--- config.mk ---
export PLATFORM = sky130hd
export DESIGN_NAME = train_sequencer_flat
export DESIGN_NICKNAME = d
export VERILOG_FILES = /design/src/rtl/nn_pkg.sv /design/src/rtl/train_sequencer_if.sv /design/src/rtl/train_sequencer.sv /design/src/flat_wrapper.sv
export SDC_FILE = /design/constraint.sdc
export NUM_CORES = 1
export LEC_CHECK = 0
export ABC_AREA = 1
export BUFFER_PORTS_ARGS = -buffer_cell sky130_fd_sc_hd__buf_2
export CORE_AREA = 2 2 212 214
export DETAILED_ROUTE_END_ITERATION = 10
export DIE_AREA = 0 0 214 216
export GPL_TIMING_DRIVEN = 0
export HOLD_SLACK_MARGIN = 0.06
export SYNTH_ARGS = -nofsm -noshare
export SYNTH_HDL_FRONTEND = slang
export SYNTH_SLANG_ARGS = --single-unit
--- constraint.sdc ---
create_clock -name clk -period 10.96 [get_ports clk]
set_input_delay 2.192 -clock clk [delete_from_list [all_inputs] [get_ports clk]]
set_output_delay 2.192 -clock clk [all_outputs]
set_load 0.02 [all_outputs]
--- src/rtl/nn_pkg.sv ---
// Shared types and constants for the training sequencer and the network it drives.
package nn_pkg;

    typedef enum logic [2:0] {
        StIdle,
        StFetch,
        StLoad,
        StTrain,
        StValid,
        StGap,
        StDone
    } seq_state_t;

    localparam int unsigned DEFAULT_BITS    = 32;
    localparam logic [31:0] DEFAULT_LR_INIT = 32'h0000_0100;

endpackage

--- src/rtl/train_sequencer_if.sv ---
// Pattern-memory port plus the sequencer/network handshake, bundled as one interface.
interface train_sequencer_if #(
    parameter int unsigned NX   = 6,
    parameter int unsigned BITS = nn_pkg::DEFAULT_BITS,
    parameter int unsigned AW   = 5
);

    logic [AW-1:0]           pat_addr;
    logic [NX-1:0][BITS-1:0] pat_x;
    logic [BITS-1:0]         pat_y;
    logic [NX-1:0][BITS-1:0] x;
    logic [BITS-1:0]         y;
    logic [BITS-1:0]         lr;
    logic                    TR;
    logic                    VL;
    logic                    S_Train;
    logic                    S_Error;
    logic [BITS-1:0]         Error;

    modport master (
        output pat_addr, x, y, lr, TR, VL,
        input  pat_x, pat_y, S_Train, S_Error, Error
    );

    modport slave (
        input  pat_addr, x, y, lr, TR, VL,
        output pat_x, pat_y, S_Train, S_Error, Error
    );

endinterface

--- src/rtl/train_sequencer.sv ---
// Steps a network through training/validation epochs, counting validation errors
// and stopping on an error-free epoch or after the epoch limit.
module train_sequencer
    import nn_pkg::*;
#(
    parameter int unsigned     NX       = 6,
    parameter int unsigned     BITS     = DEFAULT_BITS,
    parameter int unsigned     NTRAIN   = 16,
    parameter int unsigned     NVAL     = 8,
    parameter int unsigned     EPOCHS   = 100,
    parameter logic [BITS-1:0] LR_INIT  = BITS'(DEFAULT_LR_INIT),
    parameter int unsigned     LR_DECAY = 10,
    localparam int unsigned    AW       = $clog2(NTRAIN + NVAL),
    localparam int unsigned    EW       = $clog2(NVAL + 1)
) (
    input  logic              clk,
    input  logic              rst,
    input  logic              start,
    train_sequencer_if.master bus,
    output logic              END,
    output logic [EW-1:0]     err_count,
    output logic [EW-1:0]     last_err,
    output logic [15:0]       epoch,
    output logic              busy
);

    localparam logic [AW-1:0] TRAIN_END = AW'(NTRAIN);
    localparam logic [AW-1:0] LAST_IDX  = AW'(NTRAIN + NVAL - 1);
    localparam logic [15:0]   EPOCH_MAX = 16'(EPOCHS);
    // Divisor kept nonzero so the modulo stays legal when decay is disabled.
    localparam logic [15:0]   DECAY_DIV = 16'((LR_DECAY == 0) ? 1 : LR_DECAY);

    seq_state_t              state_q, state_d;
    logic [AW-1:0]           idx_q, idx_d;
    logic [15:0]             epoch_q, epoch_d;
    logic [BITS-1:0]         lr_q, lr_d;
    logic [EW-1:0]           err_q, err_d;
    logic [EW-1:0]           last_q, last_d;
    logic [NX-1:0][BITS-1:0] x_q, x_d;
    logic [BITS-1:0]         y_q, y_d;

    logic [15:0]     epoch_inc;
    logic [BITS-1:0] lr_half;
    logic            decay_hit;

    assign epoch_inc = epoch_q + 16'd1;
    assign lr_half   = lr_q >> 1;
    assign decay_hit = (LR_DECAY != 0) && ((epoch_inc % DECAY_DIV) == 16'd0);

    always_ff @(posedge clk or posedge rst) begin
        if (rst) begin
            state_q <= StIdle;
            idx_q   <= '0;
            epoch_q <= '0;
            lr_q    <= LR_INIT;
            err_q   <= '0;
            last_q  <= '0;
            x_q     <= '0;
            y_q     <= '0;
        end else begin
            state_q <= state_d;
            idx_q   <= idx_d;
            epoch_q <= epoch_d;
            lr_q    <= lr_d;
            err_q   <= err_d;
            last_q  <= last_d;
            x_q     <= x_d;
            y_q     <= y_d;
        end
    end

    always_comb begin
        state_d = state_q;
        idx_d   = idx_q;
        epoch_d = epoch_q;
        lr_d    = lr_q;
        err_d   = err_q;
        last_d  = last_q;
        x_d     = x_q;
        y_d     = y_q;

        unique case (state_q)
            StIdle, StDone: begin
                if (start) begin
                    state_d = StFetch;
                    idx_d   = '0;
                    epoch_d = '0;
                    lr_d    = LR_INIT;
                    err_d   = '0;
                    last_d  = '0;
                end
            end
            StFetch: state_d = StLoad;
            StLoad: begin
                x_d     = bus.pat_x;
                y_d     = bus.pat_y;
                state_d = (idx_q < TRAIN_END) ? StTrain : StValid;
            end
            StTrain: begin
                if (bus.S_Train) state_d = StGap;
            end
            StValid: begin
                if (bus.S_Error) begin
                    state_d = StGap;
                    if (bus.Error != '0) err_d = err_q + 1'b1;
                end
            end
            StGap: begin
                if (!bus.S_Train && !bus.S_Error) begin
                    if (idx_q == LAST_IDX) begin
                        // Epoch end folded into the GAP exit.
                        idx_d   = '0;
                        epoch_d = epoch_inc;
                        last_d  = err_q;
                        err_d   = '0;
                        if (decay_hit) lr_d = (lr_half == '0) ? BITS'(1) : lr_half;
                        state_d = (epoch_inc == EPOCH_MAX || err_q == '0) ? StDone : StFetch;
                    end else begin
                        idx_d   = idx_q + 1'b1;
                        state_d = StFetch;
                    end
                end
            end
            default: state_d = StIdle;
        endcase
    end

    assign bus.pat_addr = idx_q;
    assign bus.x        = x_q;
    assign bus.y        = y_q;
    assign bus.lr       = lr_q;
    assign bus.TR       = (state_q == StTrain);
    assign bus.VL       = (state_q == StValid);
    assign END          = (state_q == StDone);
    assign busy         = (state_q != StIdle) && (state_q != StDone);
    assign err_count    = err_q;
    assign last_err     = last_q;
    assign epoch        = epoch_q;

endmodule

--- src/flat_wrapper.sv ---
// flat-port wrapper written by rule: the top's interface ports become plain ports
module train_sequencer_flat import nn_pkg::*;
#(
    parameter int unsigned     NX       = 6,
    parameter int unsigned     BITS     = DEFAULT_BITS,
    parameter int unsigned     NTRAIN   = 16,
    parameter int unsigned     NVAL     = 8,
    parameter int unsigned     EPOCHS   = 100,
    parameter logic [BITS-1:0] LR_INIT  = BITS'(DEFAULT_LR_INIT),
    parameter int unsigned     LR_DECAY = 10,
    localparam int unsigned    AW       = $clog2(NTRAIN + NVAL),
    localparam int unsigned    EW       = $clog2(NVAL + 1)
)
  (clk, rst, start, END, err_count, last_err, epoch, busy, bus_pat_addr, bus_x, bus_y, bus_lr, bus_TR, bus_VL, bus_pat_x, bus_pat_y, bus_S_Train, bus_S_Error, bus_Error);
  train_sequencer_if #(.NX(NX), .BITS(BITS), .AW(($clog2((NTRAIN + NVAL))))) bus_i ();
  input  logic clk;
  input  logic rst;
  input  logic start;
  output logic END;
  output logic [EW-1:0] err_count;
  output logic [EW-1:0] last_err;
  output logic [15:0] epoch;
  output logic busy;
  output wire logic [$bits(bus_i.pat_addr)-1:0] bus_pat_addr;
  output wire logic [$bits(bus_i.x)-1:0] bus_x;
  output wire logic [$bits(bus_i.y)-1:0] bus_y;
  output wire logic [$bits(bus_i.lr)-1:0] bus_lr;
  output wire logic [$bits(bus_i.TR)-1:0] bus_TR;
  output wire logic [$bits(bus_i.VL)-1:0] bus_VL;
  input wire logic [$bits(bus_i.pat_x)-1:0] bus_pat_x;
  input wire logic [$bits(bus_i.pat_y)-1:0] bus_pat_y;
  input wire logic [$bits(bus_i.S_Train)-1:0] bus_S_Train;
  input wire logic [$bits(bus_i.S_Error)-1:0] bus_S_Error;
  input wire logic [$bits(bus_i.Error)-1:0] bus_Error;
  assign bus_pat_addr = bus_i.pat_addr;
  assign bus_x = bus_i.x;
  assign bus_y = bus_i.y;
  assign bus_lr = bus_i.lr;
  assign bus_TR = bus_i.TR;
  assign bus_VL = bus_i.VL;
  assign bus_i.pat_x = bus_pat_x;
  assign bus_i.pat_y = bus_pat_y;
  assign bus_i.S_Train = bus_S_Train;
  assign bus_i.S_Error = bus_S_Error;
  assign bus_i.Error = bus_Error;
  train_sequencer #(.NX(NX), .BITS(BITS), .NTRAIN(NTRAIN), .NVAL(NVAL), .EPOCHS(EPOCHS), .LR_INIT(LR_INIT), .LR_DECAY(LR_DECAY)) u_core (.clk(clk), .rst(rst), .start(start), .bus(bus_i), .END(END), .err_count(err_count), .last_err(last_err), .epoch(epoch), .busy(busy));
endmodule
==> metrics.csv <==
stage;metric;value;unit
sta;skew;14.2;ps
drt;initialDrtViolationCount;643;
setup_path;cp.depth;57;
clock_network;clk-insertion-delay-late;570;ps
logic_synthesis;synthCells;1490;
global_routing;grt_pass1_vias;11600;
logic_synthesis;syn_avg_cell_area;8.05;sq um
clock_network;tritoncts;done;
drt;avgViaCountPerCell;4.32;
floorplan;fp.dieH;216;microns
finish;final_cell_mix;nand2_1 (827), buf_2 (526), dfrtp_1 (264);
outcome;status;complete, no violations;
setup_path;critPathKind;reg2reg;
power_and_ir_drop;p_seq_share;34.4;%
setup_path;startpoint_type;flop;
finish;multiInputGateArea;4810;sq um
drt;wl_per_cell;15.2;microns
clock_network;cts_resized;0;
floorplan;die_w;214;microns
clock_network;cts_buffers;31;
power_and_ir_drop;internal_power;0.00270;W
sta;fin_crit;6470;ps
finish;final_common_cell;nand2_1;
drt;drc;0;
clock_network;htreeDepth;1;
floorplan;start_util;27.3;%
place;dp_hpwl;31900;microns
power_and_ir_drop;irDropWorstVdd;0.159;mV
finish;finalInstanceArea;16600;sq um
clock_network;cts_hold_buf;0;
global_routing;grt_first_pass_wirelength;63700;microns
power_and_ir_drop;clock_power_share;23.0;%
finish;nets;2339;
drt;wl;40900;microns
place;port_buffers;526;
clock_network;cts_buffer_depth;3;
drt;via_count;11600;
sta;rsz0062_at_grt;false;
logic_synthesis;synth_edf_count;0;
place;gp_congestion;0.875;
place;place_ws;4570;ps
setup_path;crit_arrival;6980;ps
setup_path;critPathMaxStageDelay;460;ps
power_and_ir_drop;sw_frac_of_total;43.7;%
drt;drtPass1Iterations;5;
setup_path;path_buf_inv;4;
power_and_ir_drop;p_per_area;289;nW/um^2
job;cap_violations;0;
power_and_ir_drop;pwr-share-comb;42.6;%
setup_path;cp_common_cell;nand2_2;
floorplan;core;43800;sq um
worst_hold_path;hold_depth;2;
sta;fin_crit_sh;59.1;%
logic_synthesis;yosysWarningCount;0;
setup_path;crit_slowest_cell;dfrtp_1;
setup_path;crit_path_max_fanout;9;
setup_path;ff2ff_path_depth;57;
finish;regArea;6630;sq um
clock_network;clkSinkCount;265;
power_and_ir_drop;leakagePower;9.55;nW
floorplan;pin_count;550;
clock_network;root_buffer;clkbuf_16;
setup_path;worst_ep_required_time;11470;ps
sta;setup_violations;0;
sta;fmax;154;MHz
drt;drtAntennaViolNets;0;
global_routing;grt_start_max_net_pins;119;
logic_synthesis;synth_ff_type;dfrtp_1;
sta;maxSlewHeadroom;40.7;%
floorplan;rows;77;
power_and_ir_drop;p_sw;0.00209;W
setup_path;crit_family;simple AND/OR/NAND/NOR gates;
sta;final.setup.tns;0;ps
logic_synthesis;synth_area;12000;sq um
finish;area_delta_synth_final;38.5;%
floorplan;fp.dieArea;46200;sq um
sta;setup_ws;4490;ps
clock_network;clkTransAtPathRegs;60;ps
global_routing;antenna_found_initial;5;
global_routing;overflow;0;
logic_synthesis;synth-async-reset-ratio;100;%
logic_synthesis;ys_seq_area_share;55.3;%
setup_path;endpoint_kind;flop;
clock_network;cts_setup_buffers;0;
worst_hold_path;hold_class;reg2reg;
sta;tightest_slew;883;ps
finish;layout-drive-gt1-share;32.6;%
sta;hold_viol_final;0;
global_routing;grt_use_total;17.2;%
finish;fillers;4565;
sta;drv_slew;0;
place;placedInstanceArea;15500;sq um
logic_synthesis;ys_types;48;
logic_synthesis;synth_seq_cells;265;
==> cell families after synthesis <==
| group | after synthesis | share of synthesized area [%] |
|---|---|---|
| adder cells (fa/ha/maj) | 5 | 0.522 |
| XOR/XNOR | 9 | 0.720 |
| buffers and inverters | 145 | 5.27 |
| AND/OR/NAND/NOR | 1006 | 35.0 |
| flip-flops | 265 | 55.3 |
| other | 1 | 0.0313 |
| AO/OA/AOI/OAI | 59 | 3.13 |
==> sequential cells by signal (all words and copies together), names as in the netlist <==
register and flops:
u_core.bus.x 192, u_core.last_err 4, u_core.epoch 16, u_core.bus.y 32, u_core.state_q 3, u_core.bus.pat_addr 5, u_core.err_count 4, u_core.bus.lr 9
==> path summary, 6_finish.rpt <==
kind / start / to / slack [ps]
max: u_core.epoch[0] / u_core.bus.lr[1] / 4490
min: u_core.bus.x[145] / u_core.bus.x[145] / 460
max reg2reg: u_core.epoch[0] / u_core.bus.lr[1] / 4490
min reg2reg: u_core.bus.x[145] / u_core.bus.x[145] / 460
max in group asynchronous: rst / u_core.bus.x[9] / 8350
min in group asynchronous: rst / u_core.bus.x[175] / 1620
==> tightest hold or removal path: stages, from the launching register on <==
cell     delay [ps]
dfrtp_1         340
nand2_1          50
nand2_1          40
==> metal layers <==
layer / wire, microns / vias to the layer above / global-route usage (%)
li1: - / 5770 / -
met1: 16200 / 5363 / 19.7
met2: 20200 / 394 / 30.5
met3: 2960 / 84 / 4.45
met4: 1560 / 6 / 7.06
met5: 44 / - / 0
==> cell usage after synthesis (7+ instances only) <==
cell / n / share of area [%]
nand4_1: 11 / 0.57
xor2_1: 7 / 0.51
nand2_2: 34 / 1.8
buf_1: 9 / 0.28
nand3_2: 10 / 0.83
a21oi_1: 7 / 0.29
nand2_1: 827 / 26
nor4_1: 9 / 0.47
inv_2: 10 / 0.31
dfrtp_1: 264 / 55
o21ai_0: 23 / 0.96
inv_1: 56 / 1.8
nor2_1: 19 / 0.59
buf_4: 23 / 1.4
nand3_1: 65 / 2.7
clkbuf_1: 44 / 1.4
nor3_1: 12 / 0.50
o22ai_1: 8 / 0.42
==> power groups by stage <==
stage	logic, W	clock network (W)	registers, W
after floorplan	0.000726	0	0.00216
after global placement	0.00206	0	0.00164
after detailed placement	0.00209	0	0.00165
after CTS	0.00209	0.00114	0.00165
after global routing	0.00225	0.00118	0.00170
final	0.00204	0.00110	0.00165
==> per-stage QoR <==
| step | util (%) | hold WS [ps] | std cells | total power, W |
|---|---|---|---|---|
| floorplan | - | 506 | 1512 | 0.00289 |
| global placement | 35.2 | 449 | 2630 | 0.00370 |
| CTS | 37.9 | 468 | 2690 | 0.00487 |
| detailed placement | 35.4 | 453 | 2632 | 0.00374 |
| global route | 37.9 | 481 | 2692 | 0.00514 |
| finish | 37.9 | 462 | 2692 | 0.00479 |
==> layout make-up <==
type | instances | area share, %
buffer | 76 | 2.24
clock buffer | 42 | 5.28
tap | 592 | 4.46
inverter | 69 | 1.61
antenna | 2 | 0.0301
timing repair buffer | 528 | 16.2
clock inverter | 16 | 1.30
multi-input combinational | 1102 | 28.9
sequential | 265 | 39.9
No activity file was read; power rests on OpenSTA's default activity.
